===== src/rtl/sample_format_pipe.sv =====
// sample_format_pipe
//   Multi-channel, two-stage sample-format converter that sits between the
//   ADC/DAC data path and the SPGD core. Each lane is converted between
//   two's-complement and offset-binary coding. It is also resized from
//   IN_WIDTH to OUT_WIDTH using round-half-up and saturation. Both sides use
//   valid/ready handshakes.
//
//   S1 = decode + round. S2 = saturate + encode.
//   Latency is 2 clk from accept to m_valid when unblocked.
//   Throughput is 1 beat/clk.
//
// Ports
//   clk       rising-edge clock
//   rst       synchronous, active-high reset
//   mode      [0]=1 input is offset-binary, [1]=1 output is offset-binary
//   s_data    CHANNELS lanes of IN_WIDTH, lane k at [k*IN_WIDTH +: IN_WIDTH]
//   s_valid   input beat valid
//   s_ready   block can accept a beat this cycle
//   m_data    CHANNELS lanes of OUT_WIDTH, lane k at [k*OUT_WIDTH +: OUT_WIDTH]
//   m_valid   output beat valid
//   m_ready   sink accepts the beat
//   sat_flag  per-lane flag: the beat on m_data was clamped
//   sat_count (only with SAT_COUNT_EN) counts emitted beats that have any
//             sat_flag bit set; it holds at 16'hFFFF instead of wrapping
//
// Build option
//   SAT_COUNT_EN  adds the sat_count port and its counter

// One lane. It holds the S1 register (decoded and rounded, OUT_WIDTH+1 bits
// so that a positive overflow is still visible) and the S2 output register.
module sample_format_lane #(
  parameter int IN_WIDTH  = 14,
  parameter int OUT_WIDTH = 12
) (
  input  logic                 clk,
  input  logic                 rst,
  input  logic                 i_s1_ld,
  input  logic                 i_s2_ld,
  input  logic                 i_dec_ob,
  input  logic                 i_enc_ob,
  input  logic [IN_WIDTH-1:0]  i_data,
  output logic [OUT_WIDTH-1:0] o_data,
  output logic                 o_sat
);
  localparam int D = IN_WIDTH - OUT_WIDTH;

  logic [IN_WIDTH-1:0]  w_dec;
  logic [OUT_WIDTH:0]   w_rnd;
  logic [OUT_WIDTH:0]   r_s1;
  logic                 w_ovf;
  logic [OUT_WIDTH-1:0] w_clamp;
  logic [OUT_WIDTH-1:0] w_enc;

  // Offset-binary to two's complement is an MSB flip.
  assign w_dec = {i_data[IN_WIDTH-1] ^ i_dec_ob, i_data[IN_WIDTH-2:0]};

  generate
    if (D > 0) begin : g_down
      localparam logic [IN_WIDTH:0] RND = (IN_WIDTH+1)'(1) << (D-1);
      logic [IN_WIDTH:0] w_sum;
      logic [D-1:0]      w_unused_frac;
      // Sign-extend by one bit so that +half cannot wrap. Taking bits [IN:D]
      // of the sum is the arithmetic shift right by D.
      assign w_sum = {w_dec[IN_WIDTH-1], w_dec} + RND;
      assign {w_rnd, w_unused_frac} = w_sum;
    end else if (D == 0) begin : g_pass
      assign w_rnd = {w_dec[IN_WIDTH-1], w_dec};
    end else begin : g_up
      localparam int UP = OUT_WIDTH - IN_WIDTH;
      assign w_rnd = {w_dec[IN_WIDTH-1], w_dec, {UP{1'b0}}};
    end
  endgenerate

  always_ff @(posedge clk) begin
    if (rst)          r_s1 <= '0;
    else if (i_s1_ld) r_s1 <= w_rnd;
  end

  // The top two bits disagree only when rounding pushed a value past the
  // positive limit. The min branch is kept so that the clamp stays symmetric.
  assign w_ovf   = r_s1[OUT_WIDTH] ^ r_s1[OUT_WIDTH-1];
  assign w_clamp = w_ovf ? {r_s1[OUT_WIDTH], {(OUT_WIDTH-1){~r_s1[OUT_WIDTH]}}}
                         : r_s1[OUT_WIDTH-1:0];
  assign w_enc   = {w_clamp[OUT_WIDTH-1] ^ i_enc_ob, w_clamp[OUT_WIDTH-2:0]};

  always_ff @(posedge clk) begin
    if (rst) begin
      o_data <= '0;
      o_sat  <= 1'b0;
    end else if (i_s2_ld) begin
      o_data <= w_enc;
      o_sat  <= w_ovf;
    end
  end
endmodule

module sample_format_pipe #(
  parameter int IN_WIDTH  = 14,
  parameter int OUT_WIDTH = 12,
  parameter int CHANNELS  = 2
) (
  input  logic                          clk,
  input  logic                          rst,
  input  logic [1:0]                    mode,
  input  logic [CHANNELS*IN_WIDTH-1:0]  s_data,
  input  logic                          s_valid,
  output logic                          s_ready,
  output logic [CHANNELS*OUT_WIDTH-1:0] m_data,
  output logic                          m_valid,
  input  logic                          m_ready,
  output logic [CHANNELS-1:0]           sat_flag
`ifdef SAT_COUNT_EN
  ,
  output logic [15:0]                   sat_count
`endif
);
  logic r_s1_valid;
  logic r_s1_enc_ob;
  logic w_s2_en;
  logic w_s1_en;
  logic w_acc;
  logic w_s2_ld;

  // A stage loads when it is empty or when its contents leave this cycle.
  assign w_s2_en = ~m_valid | m_ready;
  assign w_s1_en = ~r_s1_valid | w_s2_en;
  assign s_ready = w_s1_en;
  assign w_acc   = s_valid & w_s1_en;
  // S2 data moves only on a real beat. This keeps m_data frozen during a
  // stall, and also when S1 is empty.
  assign w_s2_ld = w_s2_en & r_s1_valid;

  always_ff @(posedge clk) begin
    if (rst) begin
      r_s1_valid  <= 1'b0;
      r_s1_enc_ob <= 1'b0;
      m_valid     <= 1'b0;
    end else begin
      if (w_s1_en) r_s1_valid <= s_valid;
      if (w_acc)   r_s1_enc_ob <= mode[1];
      if (w_s2_en) m_valid <= r_s1_valid;
    end
  end

  generate
    for (genvar k = 0; k < CHANNELS; k++) begin : g_lane
      sample_format_lane #(
        .IN_WIDTH (IN_WIDTH),
        .OUT_WIDTH(OUT_WIDTH)
      ) u_lane (
        .clk     (clk),
        .rst     (rst),
        .i_s1_ld (w_acc),
        .i_s2_ld (w_s2_ld),
        .i_dec_ob(mode[0]),
        .i_enc_ob(r_s1_enc_ob),
        .i_data  (s_data[k*IN_WIDTH +: IN_WIDTH]),
        .o_data  (m_data[k*OUT_WIDTH +: OUT_WIDTH]),
        .o_sat   (sat_flag[k])
      );
    end
  endgenerate

`ifdef SAT_COUNT_EN
  // Count on the transfer edge only, so a stalled beat is counted once.
  always_ff @(posedge clk) begin
    if (rst)
      sat_count <= '0;
    else if (m_valid && m_ready && (|sat_flag) && (sat_count != 16'hFFFF))
      sat_count <= sat_count + 16'd1;
  end
`endif
endmodule


===== config.mk =====
export PLATFORM = sky130hd
export DESIGN_NAME = sample_format_pipe
export DESIGN_NICKNAME = d
export VERILOG_FILES = /design/src/rtl/sample_format_pipe.sv
export SDC_FILE = /design/constraint.sdc
export NUM_CORES = 1
export LEC_CHECK = 0
export ABC_AREA = 1
export CORE_UTILIZATION = 45
export DETAILED_ROUTE_END_ITERATION = 8
export PLACE_DENSITY = 0.85
export SLEW_MARGIN = 20
export SYNTH_ARGS = -nofsm -noshare
export SYNTH_HDL_FRONTEND = slang
export SYNTH_SLANG_ARGS = --single-unit

===== constraint.sdc =====
create_clock -name clk -period 1.5 [get_ports clk]
set_input_delay 0.15 -clock clk [delete_from_list [all_inputs] [get_ports clk]]
set_output_delay 0.15 -clock clk [all_outputs]
set_load 0.02 [all_outputs]

# Yosys cells after proc, flatten, opt, wreduce, memory -nomap -nowiden

Cells that the tools add are included.

Divide/modulo/power cells: 0
Equality and inequality tests: 0
Bitwise operators: 14
Multiply operators: 0
Multiplexer cells: 2
Order comparisons: 0
Shift-type cells: 0
Add/sub/neg operators: 2
Reduce and logical (&&, ||, !) cells: 0

Operators with widths:

| operator                                      | number |
|---|---|
| adder 14 x 3 -> 15 bit, second input constant | 2 |
| 2-to-1 mux 12 bit                             | 2 |
| XOR 1 bit                                     | 6 |
| inverter 1 bit                                | 4 |
| AND 1 bit                                     | 2 |
| OR 1 bit                                      | 2 |

Register bits: 55
Memory bits (read-only): 0
Memories kept: 0
Word-level logic and storage cells: 27
Bits in writable memories: 0
Bits in latches: 0

# Depth between registers and ports, before layout

Gate-level depths: netlist (run 1).

Word-level depth: 4
Mapped depth: 9

# Modules after synthesis

Synthesis (run 1) repeated with hierarchy kept, for this count alone.

Cell total of the unflattened synthesis: 398
Area, all modules: 2836.5 um^2

Modules (own cells, without submodules):

| module             | seq. area each (um^2) | instances | area an instance (um^2) | cells an instance |
|---|---|---|---|---|
| sample_format_lane | 520.5                 | 2         | 1347.5                  | 190 |
| sample_format_pipe | 60.1                  | 1         | 141.4                   | 18 |

# Worst setup path after synthesis (run 1)

Ideal clock, no wire load.

Path kind: register -> register
Start point: reg m_valid
End point: reg g_lane[0].u_lane.r_s1[7]
Data arrival time: 1.286 ns
Cell stages (with the launch flop): 8
Setup time: 0.114 ns
Path slack: 0.100 ns
Cell sequence: dfxtp_1 -> nand3_2 -> nand2_4 -> inv_2 -> buf_6 -> buf_6 -> o211ai_2 -> inv_1

Cells in the longest elaborated chain, start to end: 4

RTL lines:

| what                   | line | RTL |
|---|---|---|
| from (decl)            | 109  | `output logic m_valid,` |
| from (signal assigned) | 141  | `if (w_s2_en) m_valid <= r_s1_valid;` |
| inverter 1 bit         | 125  | `assign w_s2_en = ~m_valid \| m_ready;` |
| OR 1 bit               | 125  |  |
| OR 1 bit               | 126  | `assign w_s1_en = ~r_s1_valid \| w_s2_en;` |
| via s_ready            | 107  | `output logic s_ready,` |
| AND 1 bit              | 128  | `assign w_acc = s_valid & w_s1_en;` |
| to (signal assigned)   | 76   | `else if (i_s1_ld) r_s1 <= w_rnd;` |
| to (decl)              | 49   | `logic [OUT_WIDTH:0] r_s1;` |

The timed path passes the listed nets, and every way through them passes these cells.
A chain may end at the register's enable or synchronous reset.

# Worst setup path after layout (run 1)

Start point: reg g_lane[0].u_lane.o_data[3]
End point: out m_data[3]

RTL lines:

| what                   | line | RTL |
|---|---|---|
| from (decl)            | 42   | `output logic [OUT_WIDTH-1:0] o_data,` |
| from (signal assigned) | 91   | `o_data <= w_enc;` |
| to (decl)              | 108  | `output logic [CHANNELS*OUT_WIDTH-1:0] m_data,` |

No word-level cell between the ends.

==> results of run 1 <==
## where the power goes
group	internal, mW	leakage [nW]	switching [mW]
clock network	0.363	0.0470	0.427
registers	1.57	0.454	0.0599
logic	0.330	1.04	0.353
total	2.26	1.54	0.839
## per-layer routing
layer	track usage	share of wire
met5	0	0
met4	0.0585	0.014
met3	0.0471	0.058
met2	0.354	0.47
met1	0.272	0.46
## cell usage after synthesis (all sizes together)
cell type / n
a21oi: 28
a31oi: 12
buf: 14
clkbuf: 6
dfxtp: 55
ha: 4
inv: 32
nand2: 72
nand3: 17
nand3b: 1
nand4: 4
nor2: 60
nor3: 5
o211ai: 1
o21ai: 36
or2: 1
xnor2: 7
xor2: 7
## worst max path at each step
stage	endpoint	slack, ps	cells past startpoint
floorplan	g_lane[0].u_lane.r_s1[7]	100	7
global placement	g_lane[1].u_lane.r_s1[11]	-100	7
detailed placement	g_lane[1].u_lane.r_s1[11]	-150	7
CTS	m_valid	40	1
global route	g_lane[1].u_lane.r_s1[11]	20	7
finish	m_data[3]	80	1
## layout make-up
| class | count | area, µm² | area share |
|---|---|---|---|
| Tap cell | 72 | 90.1 | 0.0258 |
| Multi-Input combinational cell | 255 | 1260 | 0.360 |
| Inverter | 32 | 120 | 0.0344 |
| Clock buffer | 6 | 82.6 | 0.0237 |
| Sequential cell | 55 | 1100 | 0.316 |
| Clock inverter | 1 | 5.00 | 0.00143 |
| Timing Repair Buffer | 88 | 835 | 0.239 |
## cell families (layout without fill, tap and decap cells)
kind of cell,after synthesis,after routing
AOI/OAI and AO/OA,77,77
xor gates and xnor gates,14,14
adders and majority gates,4,4
buffers and inverters,52,127
DFF,55,55
and+or+nand+nor,160,160
## state kept, by name (all words and copies together), names as in the netlist
| register | count |
|---|---|
| g_lane.u_lane.o_sat | 2 |
| r_s1_valid | 1 |
| g_lane.u_lane.o_data | 24 |
| g_lane.u_lane.r_s1 | 26 |
| r_s1_enc_ob | 1 |
| m_valid | 1 |
## worst reg2reg max path: cells and delay by family, from the launching register on
family	cells	cell delay, ps
AOI/OAI and AO/OA	1	130
adders and majority gates	1	300
buffers and inverters	3	280
DFF	1	340
and+or+nand+nor	2	210
## placed cells by master, fill, tap and decap left out, types with 2 or more instances in the layout
cell type        instances
nand2_1                 68
nor2_1                  60
clkdlybuf4s50_1         57
dfxtp_1                 55
inv_1                   29
o21ai_0                 29
a21oi_1                 28
buf_4                   27
nand3_1                 16
a31oi_1                 12
xor2_1                   7
o21ai_1                  7
xnor2_1                  7
clkbuf_8                 6
nor3_1                   4
nand4_1                  4
ha_1                     4
inv_2                    3
nand2_2                  3
buf_12                   2
## metrics by stage
| stage | total power [mW] | setup WS [ps] | hold WS, ps | area, µm² |
|---|---|---|---|---|
| final | 3.10 | 81.4 | 481 | 3490 |
| after global routing | 3.27 | 16.8 | 499 | 3490 |
| after global placement | 2.32 | -103 | 454 | 3390 |
| after floorplan | 2.02 | 100 | 292 | 2590 |
| after detailed placement | 2.34 | -148 | 467 | 3390 |
| after CTS | 3.12 | 43.5 | 480 | 3480 |
==> key figures, run 1 <==
Run status
  • Status: completed

Synth
  • Multiplexer area fraction after synthesis: 0
  • Seq cells post-synth: 55
  • Synth Area in Simple Gates: 0.257
  • Netlist cell types: 26
  • Seq/Total Area, Yosys: 0.425
  • Adder-Cell Fraction of Synth Area: 0.0193
  • Area contributors post-synth: dfxtp_1, nand2_1, nor2_1, o21ai_0, a21oi_1
  • Syn Area/Cell: a little over 7 µm²
  • Largest family of logic cells by synthesized area: simple AND/OR/NAND/NOR gates
  • Top cell type's share of synthesized area: 0.425
  • Cells after Synth: between 300 and 400
  • Yosys top cell by area: dfxtp_1
  • Compound-Gate Fraction of Synth Area: 0.157
  • Synth warn: 0
  • Cell Area, Synth: roughly 2600 µm²
  • Syn_nets: 400
  • Xor/xnor share of the synthesized area: 0.0473

Drt
  • Routed len/inst: between 10 and 15 µm
  • Remaining DRCs: 0
  • WL final: 5.96 mm
  • Initial drt markers: around 200
  • Remaining antenna violation count: 0
  • Vias per cell: 4.98
  • First-pass iteration count of the detailed router: 4
  • Total number of vias: between 2000 and 3000

Critical path
  • Reg-to-reg endpoint: g_lane[0].u_lane.o_data[8]
  • Worst endpoint required time: roughly 1400 ps
  • Critical Path Max Stage Delay: 610 ps
  • Crit path max-delay family: buffers and inverters
  • R2r setup slk: about 170 ps
  • Startpoint types: flip-flop
  • Worst r2r src: g_lane[0].u_lane.r_s1[11]
  • Worst reg2reg path depth: 7
  • Worst-path fanout max: 2
  • CP startpoint: g_lane[0].u_lane.o_data[3]
  • WP buf/inv: 1
  • Crit Path Category: flip-flop to output pin
  • CP Capture Type: output pin
  • CP arrival: 1270 ps
  • Slowest cell on crit path: clkdlybuf4s50_1
  • Cell Chain, Critical Path: clkdlybuf4s50_1

Power and ir drop
  • P per Cell Area: roughly 900 nW/µm²
  • Peak supply drop: around 0.00049 V
  • Cell leakage power: approximately 1.5 nW

Die
  • Die Wd: between 70 and 80 µm
  • Std cell rows: 27
  • Core area: between 5000 and 6000 µm²
  • Top Ports: between 60 and 70
  • Die ar.: about 6100 µm²
  • Die Y: 77.9 µm
  • Initial core utilization: 0.467

Run
  • Max-Cap Viols: 0

STA
  • Final worst path period need: around 1400 ps
  • Period utilization: 0.946
  • Hold Vio Cnt, Final: 0
  • Final setup skew: 5.37 ps
  • Total negative slack: 0 ps
  • RSZ-0062 raised after global routing: false
  • Fmax achieved: between 700 and 800 MHz
  • Least-Margin Pin Slew: 333 ps
  • Final Setup Violations: 0
  • Final slew viol count: 0
  • Slew headroom: 0.777

Worst hold path
  • Critical hold path startpoint: g_lane[0].u_lane.r_s1[10]
  • Hold Path Stages: 2
  • Worst min-delay path endpoint: g_lane[0].u_lane.r_s1[10]
  • HP Class: flip-flop to flip-flop

Clock tree
  • Post-CTS Setup Bufs: 0
  • Worst-Skew Late Latency: approximately 300 ps
  • Number of CTS-inserted buffers: 5
  • Htree depth: 2
  • CTS Buffer Depth: 2
  • CTS resizes: 1
  • Post-cts hold buffer count: 0
  • CTS Root Cell: clkbuf_8
  • Clock-pin slew on the worst setup and hold paths: roughly 80 ps
  • TritonCTS clock tree: yes
  • CTS sink cnt: 55

GRT
  • Vias in the first global route: about 2400
  • First-pass GRT wire length: 10.4 mm
  • Largest net degree at the start of global routing: 21
  • Initial antenna violation count: 0
  • Total congestion overflow: 0
  • Gr usage total: 0.211

Place
  • Routability cong.: around 0.81
  • # port buffers: a little under 60
  • Post-DP HPWL: between 4 and 5 mm
  • Placed cell count: 502

Final layout
  • Fillcell total: roughly 480
  • Share of cells above drive strength 1: 0.108
  • Final net count: 475
  • ANT cells: 0
  • Final Core Density: 0.630
  • Final Non-Filler Cells: around 510
  • P&R area growth vs syn: 34.7%
(Power assumes the default switching activity.)
==> inputs of run 2 (changes only) <==
==> constraint.sdc (replaced) <==
create_clock -name clk -period 1.8 [get_ports clk]
set_input_delay 0.18 -clock clk [delete_from_list [all_inputs] [get_ports clk]]
set_output_delay 0.18 -clock clk [all_outputs]
set_load 0.02 [all_outputs]
==> run 2 against run 1 <==
- sequential share of layout area increased by 1.5 points
- largest power group unchanged
- core utilization decreased by 2.8 points
- critical endpoint is now s_ready
- setup slack improved by 140 ps
- wire length increased by 0.57%
- via count decreased by 0.95%
- highest routed layer unchanged
- register-to-register slack improved by 220 ps
- clock-buffer cell count decreased by 1
==> key figures, run 2 (synthesized netlist as in run 1, its figures left out) <==
Final layout
  • Final Non-Filler Cells: 492 (-3.3%)
  • Final net count: 457 (-3.8%)
  • Commonest non-fill, non-tap cell in the layout: nand2_1
  • Most flops, register: g_lane.u_lane.r_s1
  • Biggest regs: g_lane.u_lane.r_s1: 26 flops, g_lane.u_lane.o_data: 24 flops, g_lane.u_lane.o_sat: 2 flops
  • Most frequent cells in the layout: nand2_1, nor2_1, clkdlybuf4s50_1
  • Max reg flops: 26 (unchanged)
  • Share of cells above drive strength 1: 0.0690 (-0.0385)
  • P&R area growth vs syn: 28.7%
  • ANT cells: 0 (unchanged)

Clock tree
  • CTS sink cnt: 55 (unchanged)
  • Post-cts hold buffer count: 0 (unchanged)
  • CTS resizes: 0 (-1)
  • CTS Root Cell: clkbuf_8
  • TritonCTS clock tree: yes
  • Worst-Skew Late Latency: 300 ps (about the same)
  • Clock-pin slew on the worst setup and hold paths: 90 ps (about the same)
  • Number of CTS-inserted buffers: 5 (unchanged)
  • Post-CTS Setup Bufs: 0 (unchanged)
  • CTS Buffer Depth: 2 (unchanged)
  • Htree depth: 2 (unchanged)

STA
  • Period utilization: 0.874
  • Final Setup Violations: 0 (unchanged)
  • Final setup skew: 5.58 ps (+0.203 ps)
  • Final worst path period need: approximately 1600 ps
  • Least-Margin Pin Slew: 396 ps (+63.0 ps)
  • RSZ-0062 raised after global routing: false
  • Fmax achieved: approximately 640 MHz
  • Final slew viol count: 0 (unchanged)
  • Setup ws final: 226 ps (+145 ps)
  • Hold Vio Cnt, Final: 0 (unchanged)
  • Total negative slack: 0 ps (unchanged)
  • Slew headroom: 0.735 (-0.0421)

Critical path
  • Critical path endpoint: s_ready
  • Most frequent CP cell: clkdlybuf4s50_1
  • Crit Path Category: input port to output pin
  • CP arrival: 1390 ps (+120 ps)
  • Worst endpoint required time: 1620 ps (+270 ps)
  • Worst reg2reg path depth: 5 (-2)
  • R2r setup slk: 390 ps (+220 ps)
  • CP startpoint: m_ready
  • CP Capture Type: output pin
  • Startpoint types: input port
  • Worst r2r src: g_lane[0].u_lane.r_s1[11]
  • Reg-to-reg endpoint: g_lane[0].u_lane.o_data[8]
  • Crit path max-delay family: buffers and inverters
  • Worst-path fanout max: 3 (+1)
  • WP buf/inv: 3 (+2)
  • Critical Path Max Stage Delay: 610 ps (about the same)
  • Slowest cell on crit path: clkdlybuf4s50_1
  • Cell Chain, Critical Path: clkdlybuf4s50_1, inv_2, nand3_2, clkdlybuf4s50_1
  • WP depth: 4 (+3)

Place
  • Worst slack at placement: 71.9 ps (+220 ps)
  • Routability cong.: 0.846 (+4.9%)
  • # port buffers: 59 (unchanged)
  • Post-DP HPWL: 4.59 mm (-0.31%)
  • Placed cell count: 484 (-3.6%)

Die
  • Die Y: 77.9 µm (unchanged)
  • Die ar.: 6060 µm² (unchanged)
  • Core area: 5540 µm² (unchanged)
  • Initial core utilization: 0.467 (unchanged)
  • Die Wd: 77.9 µm (unchanged)
  • Std cell rows: 27 (unchanged)
  • Top Ports: 62 (unchanged)

Drt
  • Vias per cell: 5.10 (+2.5%)
  • Wire length on met2: 2.92 mm (+4.1%)
  • Total number of vias: 2510 (-0.95%)
  • Remaining antenna violation count: 0 (unchanged)
  • Wire length on met1: 2.72 mm (-0.26%)
  • First-pass iteration count of the detailed router: 5 (+1)
  • Remaining DRCs: 0 (unchanged)
  • Wire length on met3: 279 µm (-19%)
  • Initial drt markers: 242 (+19%)
  • Top Layer Used: met4
  • WL final: 5.99 mm (+0.57%)
  • Routed len/inst: 12.2 µm (+4.0%)

GRT
  • First-pass GRT wire length: 10.5 mm (+1.3%)
  • Vias in the first global route: 2335 (-3.8%)
  • Gr usage total: 0.216 (+0.00447)
  • Largest net degree at the start of global routing: 24 (+14%)
  • Initial antenna violation count: 0 (unchanged)
  • Total congestion overflow: 0 (unchanged)

Power and ir drop
  • Peak supply drop: 0.000393 V (-19%)
  • P per Cell Area: 764 nW/µm² (-14%)
  • Cell leakage power: 1.42 nW (-7.7%)

Worst hold path
  • HP Class: flip-flop to flip-flop

Run status
  • Status: completed

Run
  • Max-Cap Viols: 0 (unchanged)
==> run 2: layout make-up <==
cell class | instances | area, µm²
Fill cell | 499 | 2210
Multi-Input combinational cell | 255 | 1250
Sequential cell | 55 | 1100
Timing Repair Buffer | 70 | 686
Inverter | 32 | 120
Tap cell | 72 | 90.1
Clock buffer | 5 | 68.8
Clock inverter | 3 | 20.0
==> run 2: worst min path at each step <==
stage | startpoint | end | slack [ps] | cells past startpoint
global placement | g_lane[0].u_lane.r_s1[10] | g_lane[0].u_lane.r_s1[10] | 450 | 2
CTS | g_lane[0].u_lane.r_s1[10] | g_lane[0].u_lane.r_s1[10] | 480 | 2
floorplan | s_data[18] | g_lane[1].u_lane.r_s1[2] | 320 | 2
global route | g_lane[0].u_lane.r_s1[10] | g_lane[0].u_lane.r_s1[10] | 500 | 2
detailed placement | g_lane[0].u_lane.r_s1[10] | g_lane[0].u_lane.r_s1[10] | 470 | 2
finish | g_lane[0].u_lane.r_s1[10] | g_lane[0].u_lane.r_s1[10] | 480 | 2
==> run 2: per-layer routing <==
metal / global-route usage / up-vias
met2: 0.358 / 89
met4: 0.0623 / 0
met5: 0 / -
met3: 0.0353 / 8
met1: 0.288 / 1137
li1: - / 1276
==> run 2: worst reg2reg max path, stage by stage, from the launching register on <==
cell	delay [ps]
dfxtp_1	350
inv_1	60
ha_1	300
nor2_1	90
nand2_1	260
a31oi_1	270
==> run 2: through the flow <==
stage               total power, mW  utilization  cell area, µm²  hold WS, ps
floorplan                      1.68            -            2590          322
finish                         2.54        0.602            3330          479
global placement               1.90        0.586            3240          454
detailed placement             1.92        0.586            3240          466
global route                   2.68        0.602            3330          497
CTS                            2.56        0.602            3330          480
==> run 2: power breakdown <==
part	leakage, nW	internal (mW)	total, mW	switching [mW]
combinational	0.927	0.250	0.537	0.287
clock	0.0402	0.271	0.650	0.379
sequential	0.454	1.31	1.36	0.0512
total	1.42	1.83	2.54	0.717
==> inputs of run 3 (changes only) <==
--- a/config.mk
+++ b/config.mk
@@ -6,6 +6,7 @@
 export NUM_CORES = 1
 export LEC_CHECK = 0
 export ABC_AREA = 1
+export CAP_MARGIN = 20
 export CORE_UTILIZATION = 45
 export DETAILED_ROUTE_END_ITERATION = 8
 export PLACE_DENSITY = 0.85
==> results of run 3 <==
Same layout as run 2: the final DEF is identical, and so are final timing and power.
